$ cat src/rtl/inmux_cmd_seq.sv
// inmux_cmd_seq: queued command sequencer issuing control tokens to the input-mux stage
module inmux_cmd_seq #(
  parameter int DEPTH = 4,
  parameter int CNT_W = 8
) (
  input  logic                     clk,
  input  logic                     reset,
  input  logic                     cmd_valid,
  output logic                     cmd_ready,
  input  logic [3:0]               cmd_sel,
  input  logic [CNT_W-1:0]         cmd_count,
  input  logic                     halt,
  output logic [3:0]               sel,
  output logic                     t_c_req,
  input  logic                     t_c_ack,
  output logic                     cmd_done,
  output logic                     busy,
  output logic [$clog2(DEPTH):0]   fifo_level,
  output logic                     err_sel
);
  localparam int AW = $clog2(DEPTH);
  typedef enum logic {IDLE, RUN} state_t;
  state_t state, state_nx;
  logic [3:0] sel_m [DEPTH];
  logic [CNT_W-1:0] cnt_m [DEPTH];
  logic [AW-1:0] wr_ptr, rd_ptr;
  logic [CNT_W:0] remaining;
  logic [3:0] head_sel;
  logic [CNT_W-1:0] head_cnt;
  logic push, pop, last, head_legal;
  assign head_sel = sel_m[rd_ptr];
  assign head_cnt = cnt_m[rd_ptr];
  assign head_legal = head_sel == 4'd1 || head_sel == 4'd5 || head_sel == 4'd7;
  assign busy = state == RUN;
  assign t_c_req = busy;
  assign cmd_ready = fifo_level != (AW+1)'(DEPTH);
  assign push = cmd_valid && cmd_ready && !reset;
  assign last = busy && t_c_ack && remaining == (CNT_W+1)'(1);
  // a finishing command hands over to the next queued one at the same edge
  assign pop = fifo_level != '0 && !halt && (!busy || last) && !reset;
  always_comb state_nx = pop ? RUN : last ? IDLE : state;
  always_ff @(posedge clk) state <= reset ? IDLE : state_nx;
  always_ff @(posedge clk)
    if (push) begin
      sel_m[wr_ptr] <= cmd_sel;
      cnt_m[wr_ptr] <= cmd_count;
    end
  always_ff @(posedge clk) begin
    if (reset) begin
      wr_ptr     <= '0;
      rd_ptr     <= '0;
      fifo_level <= '0;
      sel        <= '0;
      remaining  <= '0;
      cmd_done   <= 1'b0;
      err_sel    <= 1'b0;
    end else begin
      cmd_done   <= last;
      fifo_level <= fifo_level + (AW+1)'(push) - (AW+1)'(pop);
      if (push) wr_ptr <= wr_ptr + AW'(1);
      if (pop) begin
        rd_ptr    <= rd_ptr + AW'(1);
        sel       <= head_sel;
        remaining <= {head_cnt == '0, head_cnt};
        if (!head_legal) err_sel <= 1'b1;
      end else if (busy && t_c_ack) begin
        remaining <= remaining - (CNT_W+1)'(1);
      end
    end
  end
endmodule
$ cat config.mk
export PLATFORM = sky130hd
export DESIGN_NAME = inmux_cmd_seq
export DESIGN_NICKNAME = d
export VERILOG_FILES = /design/src/rtl/inmux_cmd_seq.sv
export SDC_FILE = /design/constraint.sdc
export NUM_CORES = 1
export LEC_CHECK = 0
export BUFFER_PORTS_ARGS = -buffer_cell sky130_fd_sc_hd__buf_2
export CAP_MARGIN = 15
export CORE_MARGIN = 1
export CORE_UTILIZATION = 35
export DETAILED_ROUTE_END_ITERATION = 8
export HOLD_SLACK_MARGIN = 0.05
export MAX_ROUTING_LAYER = met4
export PLACE_DENSITY_LB_ADDON = 0.08
export REMOVE_ABC_BUFFERS = 1
export SLEW_MARGIN = 10
export SYNTH_ARGS = -nofsm -noshare
export SYNTH_HDL_FRONTEND = slang
export SYNTH_SLANG_ARGS = --single-unit
$ cat constraint.sdc
create_clock -name clk -period 6.8 [get_ports clk]
set_input_delay 2.04 -clock clk [delete_from_list [all_inputs] [get_ports clk]]
set_output_delay 2.04 -clock clk [all_outputs]
set_load 0.02 [all_outputs]
==> impl_metrics.yaml, run 1 <==
worst_hold_path:
  hold_path.startpoint: "sel[2]$_SDFFE_PP0N_"
  min-delay-path-class: "register to register"
  worstHoldEndpoint: "sel[2]$_SDFFE_PP0N_"
  worstHoldPathCells: 2
cts:
  cts.clk_slew.worst_paths_ns: 0.08
  tritoncts: "built"
  post_cts_setup_buffer_count: 0
  cts.hold.buffers_added: 0
  cts-root-buf: "sky130_fd_sc_hd__clkbuf_8"
  cts-htree-levels: 3
  post_cts.resized_instances: 0
  worstSkewPairLatency_ns: 0.34
  tritoncts_buffer_count: 9
  ctsLongestPathBuffers: 2
  cts_sinks: 73
yosys:
  synth_top_area_frac: 0.480
  synth_cells: 211
  yosys.cell_count.top_type: "sky130_fd_sc_hd__edfxtp_1"
  yosys_register_bits: 73
  netlist_area_um2: 3000
  synthesis.yosys.warnings: 0
  synth.yosys.seq_area_share: 0.647
  mean_cell_area_of_the_mapped_netlist_um2: 14.2
  post-synth-top-area-cell: "sky130_fd_sc_hd__edfxtp_1"
  synthTopCellsByCount: "sky130_fd_sc_hd__edfxtp_1, sky130_fd_sc_hd__dfxtp_1, sky130_fd_sc_hd__nor2_1"
  synth-edff-count: 48
  yosys.cell_types.count: 36
  synth_flop_cell: "sky130_fd_sc_hd__edfxtp_1"
  synth_area_leaders: "sky130_fd_sc_hd__edfxtp_1, sky130_fd_sc_hd__dfxtp_1, sky130_fd_sc_hd__mux4_2"
  fraction_of_registers_with_async_set_or_reset_after_synthesis: 0
cells_and_area:
  insertedDiodeCount: 0
  final_layout_size_suffix_gt1_frac: 0.243
  num-nets-final: 268
  layout-area-overhead-vs-synth_pct: 14.4
sta:
  hold_viol_final: 0
  clock-skew-final_ns: 0.0102
  setup_viol_count_final: 0
  max_slew_margin: 0.436
  worst-slew-pin-transition_ns: 0.844
  fmax_ghz: 0.243
  tns_ns: 0
  final.period_utilization: 0.604
  unrepaired_setup_endpoints_after_global_routing: "false"
  final_period_minus_worst_setup_slack_ns: 4.11
  finalMaxSlewViolations: 0
power:
  power-per-cell-area_nw_per_um2: 337
  power.ir.vdd_worst_v: 0.000113
  power.leakage_nw: 1.19
  power_w: 0.00116
drt:
  drcViolationCount: 0
  drtPass1Iterations: 4
  avgRoutedWirePerCell_um: 15.1
  detailroute.via_count: 1700
  drt-vias-per-instance: 4.83
  first_iter_violations: 89
  postRouteWirelength_mm: 5.31
  antenna_left: 0
worst_setup_path:
  worst_r2r_endpoint: "fifo_level[2]$_SDFF_PP0_"
  count_of_cells_along_the_worst_register_to_register_path: 13
  reg2reg_setup_slack_ns: 3.54
  crit_arrival_ns: 4.32
  timing.critical_path.required_ns: 7.02
  critical_path.startpoint_type: "primary input"
  critPathKind: "primary input to register"
  crit_end_category: "register"
  worst-path-max-fanout: 19
  critical_path.reg2reg.startpoint: "remaining[0]$_SDFFE_PP0P_"
placement:
  hpwl_mm: 3.60
  gp_congestion: 0.711
  port_buffers: 28
global_routing:
  grt_max_degree: 29
  grt_pass1_wl_mm: 8.72
  antenna_found_initial: 0
  leftover_overflow_at_the_end_of_global_routing: 0
  grtUsageTotal: 0.138
  number_of_global_route_vias_before_repair: 1705
die:
  die_footprint_um2: 8950
  ios: 29
  core_area_um2: 8260
  floorplan.initialDensity: 0.363
  chipHeight_um: 94.6
  die_w_um: 94.6
  placement_rows: 33
run:
  max_cap_viol_count: 0
status:
  run_status: "finished, final reports clean"
## final cells by class
| cell class | instances | area [um^2] |
|---|---|---|
| Fill cell | 779 | 4820 |
| Multi-Input combinational cell | 121 | 991 |
| Timing Repair Buffer | 28 | 140 |
| Sequential cell | 73 | 1940 |
| Tap cell | 105 | 131 |
| Clock inverter | 6 | 67.6 |
| Clock buffer | 10 | 128 |
| Inverter | 9 | 33.8 |
## critical path: stages
cell and delay (ns):
sky130_fd_sc_hd__buf_2 0.08, sky130_fd_sc_hd__nand2_1 0.15, sky130_fd_sc_hd__o41ai_4 0.44, sky130_fd_sc_hd__nand2_4 0.20, sky130_fd_sc_hd__inv_2 0.20, sky130_fd_sc_hd__ha_1 0.26
sky130_fd_sc_hd__inv_1 0.05, sky130_fd_sc_hd__ha_1 0.12, sky130_fd_sc_hd__inv_1 0.04, sky130_fd_sc_hd__fa_1 0.37, sky130_fd_sc_hd__xor2_1 0.17, sky130_fd_sc_hd__xnor2_1 0.13
sky130_fd_sc_hd__nor2_1 0.05
## sequential cells by signal (all words and copies together), names as in the netlist, named ones only
register and flops:
cnt_m 32, sel_m 16, remaining 9, sel 4, fifo_level 3, rd_ptr 2
wr_ptr 2, busy 1, cmd_done 1, err_sel 1
## how the worst max path moves through the flow
stage	startpoint	endpoint	slack [ns]	depth (start not counted)
2_1_floorplan	t_c_ack	fifo_level[2]$_SDFF_PP0_	2.63	12
3_3_place_gp	t_c_ack	fifo_level[2]$_SDFF_PP0_	2.37	13
3_5_place_dp	t_c_ack	fifo_level[2]$_SDFF_PP0_	2.32	13
4_1_cts	t_c_ack	fifo_level[2]$_SDFF_PP0_	2.69	13
5_1_grt	t_c_ack	fifo_level[2]$_SDFF_PP0_	2.50	13
6_report	t_c_ack	fifo_level[2]$_SDFF_PP0_	2.69	13
## logic make-up (layout without fill, tap and decap cells)
group,count (synthesis),in the layout,share of synthesized area
buf+inv,17,53,0.0229
mux,13,13,0.0934
simple gates,66,66,0.111
flops,73,73,0.647
xor+xnor,12,12,0.0350
fa+ha+maj,9,9,0.0400
compound gates,21,21,0.0504
## layer usage
metal	track usage	up-vias	routed length (um)
met5	-	-	0
met4	0.0606	0	67
met3	0.0290	8	163
met2	0.203	33	2540
met1	0.185	825	2540
li1	-	834	-
## power breakdown
part           internal, W  leakage [nW]  switching [W]  total, W
Clock             0.000171        0.0929       0.000163  0.000334
Sequential        0.000521         0.639      0.0000471  0.000568
Combinational     0.000114         0.456       0.000143  0.000257
Total             0.000806          1.19       0.000353   0.00116
## metrics by stage
stage / worst slack [ns] / instances / utilization / area (um^2) / hold WS, ns
after global routing: 2.50 / 352 / 0.416 / 3430 / 0.496
final: 2.69 / 352 / 0.416 / 3430 / 0.463
after global placement: 2.37 / 336 / 0.392 / 3240 / 0.463
after floorplan: 2.63 / 203 / - / 2970 / 0.441
after detailed placement: 2.32 / 336 / 0.392 / 3240 / 0.459
after CTS: 2.69 / 352 / 0.416 / 3430 / 0.471
## cell usage in the layout (no fill, tap or decap), drive strengths merged, types with 2 or more instances in the layout
cell type / count
buf: 28
nand2: 19
clkinvlp: 2
a21oi: 11
edfxtp: 48
ha: 8
nor2: 19
dfxtp: 25
nor4: 3
a32oi: 2
nand3b: 2
a211oi: 5
clkinv: 2
nor3: 4
xor2: 5
xnor2: 7
clkbuf: 10
inv: 10
mux4: 12
nand3: 7
and2: 5
(Power assumes the default switching activity.)
==> inputs of run 2 (changes only) <==
clock period = 3.8 ns   (was 6.8 ns; I/O delays follow)
==> impl_metrics.yaml, run 2 (synthesized netlist as in run 1, its figures left out) <==
cells_and_area:
  most-common-layout-cells: "sky130_fd_sc_hd__edfxtp_1, sky130_fd_sc_hd__buf_2, sky130_fd_sc_hd__dfxtp_1, sky130_fd_sc_hd__nor2_1, sky130_fd_sc_hd__nand2_1"
  final_common_cell: "sky130_fd_sc_hd__edfxtp_1"
  post-route-cell-area_um2: 3490
  final_cells: 354
  largest_reg_flops: 32
  layout-area-overhead-vs-synth_pct: 16.2
  largestRegisters: "cnt_m: 32 flops, sel_m: 16 flops, remaining: 9 flops"
  final_layout_size_suffix_gt1_frac: 0.249
  most_flop_heavy_register: "cnt_m"
  num-nets-final: 270
  insertedDiodeCount: 0
cts:
  cts-root-buf: "sky130_fd_sc_hd__clkbuf_8"
  post_cts.resized_instances: 0
  cts-htree-levels: 3
  tritoncts_buffer_count: 9
  tritoncts: "built"
  ctsLongestPathBuffers: 2
  cts.hold.buffers_added: 0
  cts_sinks: 73
  post_cts_setup_buffer_count: 0
  cts.clk_slew.worst_paths_ns: 0.08
  worstSkewPairLatency_ns: 0.33
die:
  chipHeight_um: 94.6
  die_footprint_um2: 8950
  floorplan.initialDensity: 0.363
  ios: 29
  core_area_um2: 8260
  die_w_um: 94.6
  placement_rows: 33
worst_setup_path:
  crit_top_cell: "sky130_fd_sc_hd__ha_1"
  cpLargestDelayFamily: "adder cells"
  cpPeakStageDelay_ns: 0.50
  crit_end_category: "register"
  timing.critical_path.depth: 13
  timing.critical_path.cells: "ha_1, or4b_4, o41ai_4, nand2_4, inv_2, ha_1, inv_1, ha_1, inv_1, fa_1, xor2_1, xnor2_1, nor2_1"
  critPathKind: "register to register"
  critical_path_buf_inv_count: 3
  count_of_cells_along_the_worst_register_to_register_path: 13
  critical_path.reg2reg.startpoint: "remaining[0]$_SDFFE_PP0P_"
  crit_arrival_ns: 3.30
  critical_path.startpoint_type: "register"
  cpMaxStageDelayCell: "sky130_fd_sc_hd__or4b_4"
  worst-path-max-fanout: 10
  worst_setup_path_startpoint: "remaining[0]$_SDFFE_PP0P_"
  timing.critical_path.required_ns: 4.02
drt:
  drt-vias-per-instance: 4.72
  drtPass1Iterations: 4
  drcViolationCount: 0
  detailroute.via_count: 1672
  avgRoutedWirePerCell_um: 15.4
  first_iter_violations: 101
  postRouteWirelength_mm: 5.45
  antenna_left: 0
sta:
  max_slew_margin: 0.428
  clock-skew-final_ns: 0.00944
  worst-slew-pin-transition_ns: 0.858
  fmax_ghz: 0.324
  unrepaired_setup_endpoints_after_global_routing: "false"
  finalMaxSlewViolations: 0
  tns_ns: 0
  final_period_minus_worst_setup_slack_ns: 3.08
  hold_viol_final: 0
  setup_viol_count_final: 0
  final.period_utilization: 0.811
power:
  power.leakage_nw: 1.22
  power-per-cell-area_nw_per_um2: 619
  power_w: 0.00216
  power.ir.vdd_worst_v: 0.000230
global_routing:
  leftover_overflow_at_the_end_of_global_routing: 0
  grt.met3_usage: 0.0419
  antenna_found_initial: 0
  grt_pass1_wl_mm: 9.05
  most_used_routing_layer: "met2"
  grt_use_met2: 0.207
  use_met1: 0.197
  grtUsageTotal: 0.145
  number_of_global_route_vias_before_repair: 1693
  grt_max_degree: 27
worst_hold_path:
  worstHoldPathCells: 2
  min-delay-path-class: "register to register"
  hold_path.startpoint: "sel[1]$_SDFFE_PP0N_"
placement:
  gp_congestion: 0.720
  hpwl_mm: 3.62
  dpl_cell_area_um2: 3250
  port_buffers: 28
  placed_cells_incl_taps: 338
run:
  max_cap_viol_count: 0
status:
  run_status: "finished, final reports clean"
[run 2: cell types whose count changed in the layout (fill, tap and decap cells not counted), sizes merged]
cell      delta
inv          -1
clkbuf       +3
buf          +2
clkinvlp     -2
[run 2: stage by stage]
step | hold WS, ns | util | setup WS [ns]
after floorplan | 0.441 | - | 0.526
after global placement | 0.445 | 0.394 | 0.435
after detailed placement | 0.452 | 0.394 | 0.374
after CTS | 0.464 | 0.422 | 0.694
after global routing | 0.484 | 0.422 | 0.538
final | 0.459 | 0.422 | 0.717
[run 2: layout make-up]
cell class | instances | area (um^2)
Clock buffer | 13 | 191
Clock inverter | 3 | 43.8
Fill cell | 783 | 4770
Inverter | 9 | 33.8
Multi-Input combinational cell | 121 | 991
Sequential cell | 73 | 1940
Tap cell | 105 | 131
Timing Repair Buffer | 30 | 155
[run 2: routing by layer]
metal  vias up  wire length (um)
met3         6               170
met5         -                 0
li1        842                 -
met2        23              2470
met4         0                68
met1       801              2740
[run 2: path summary, 6_finish.rpt]
path	endpoint	slack, ns
hold reg to reg	sel[1]$_SDFFE_PP0N_	0.46
hold / removal	sel[1]$_SDFFE_PP0N_	0.46
setup / recovery	fifo_level[2]$_SDFF_PP0_	0.72
setup reg to reg	fifo_level[2]$_SDFF_PP0_	0.72
[run 2: where the power goes]
group / internal, W / switching (W)
sequential: 0.000933 / 0.0000822
combinational: 0.000206 / 0.000257
clock: 0.000402 / 0.000278
total: 0.00154 / 0.000617
[run 2: worst reg2reg max path: cells and delay by family, from the launching register on]
kind	cells	cell delay, ns
fa+ha+maj	4	0.99
simple gates	3	0.63
flops	1	0.45
compound gates	1	0.34
xor+xnor	2	0.31
buf+inv	3	0.25
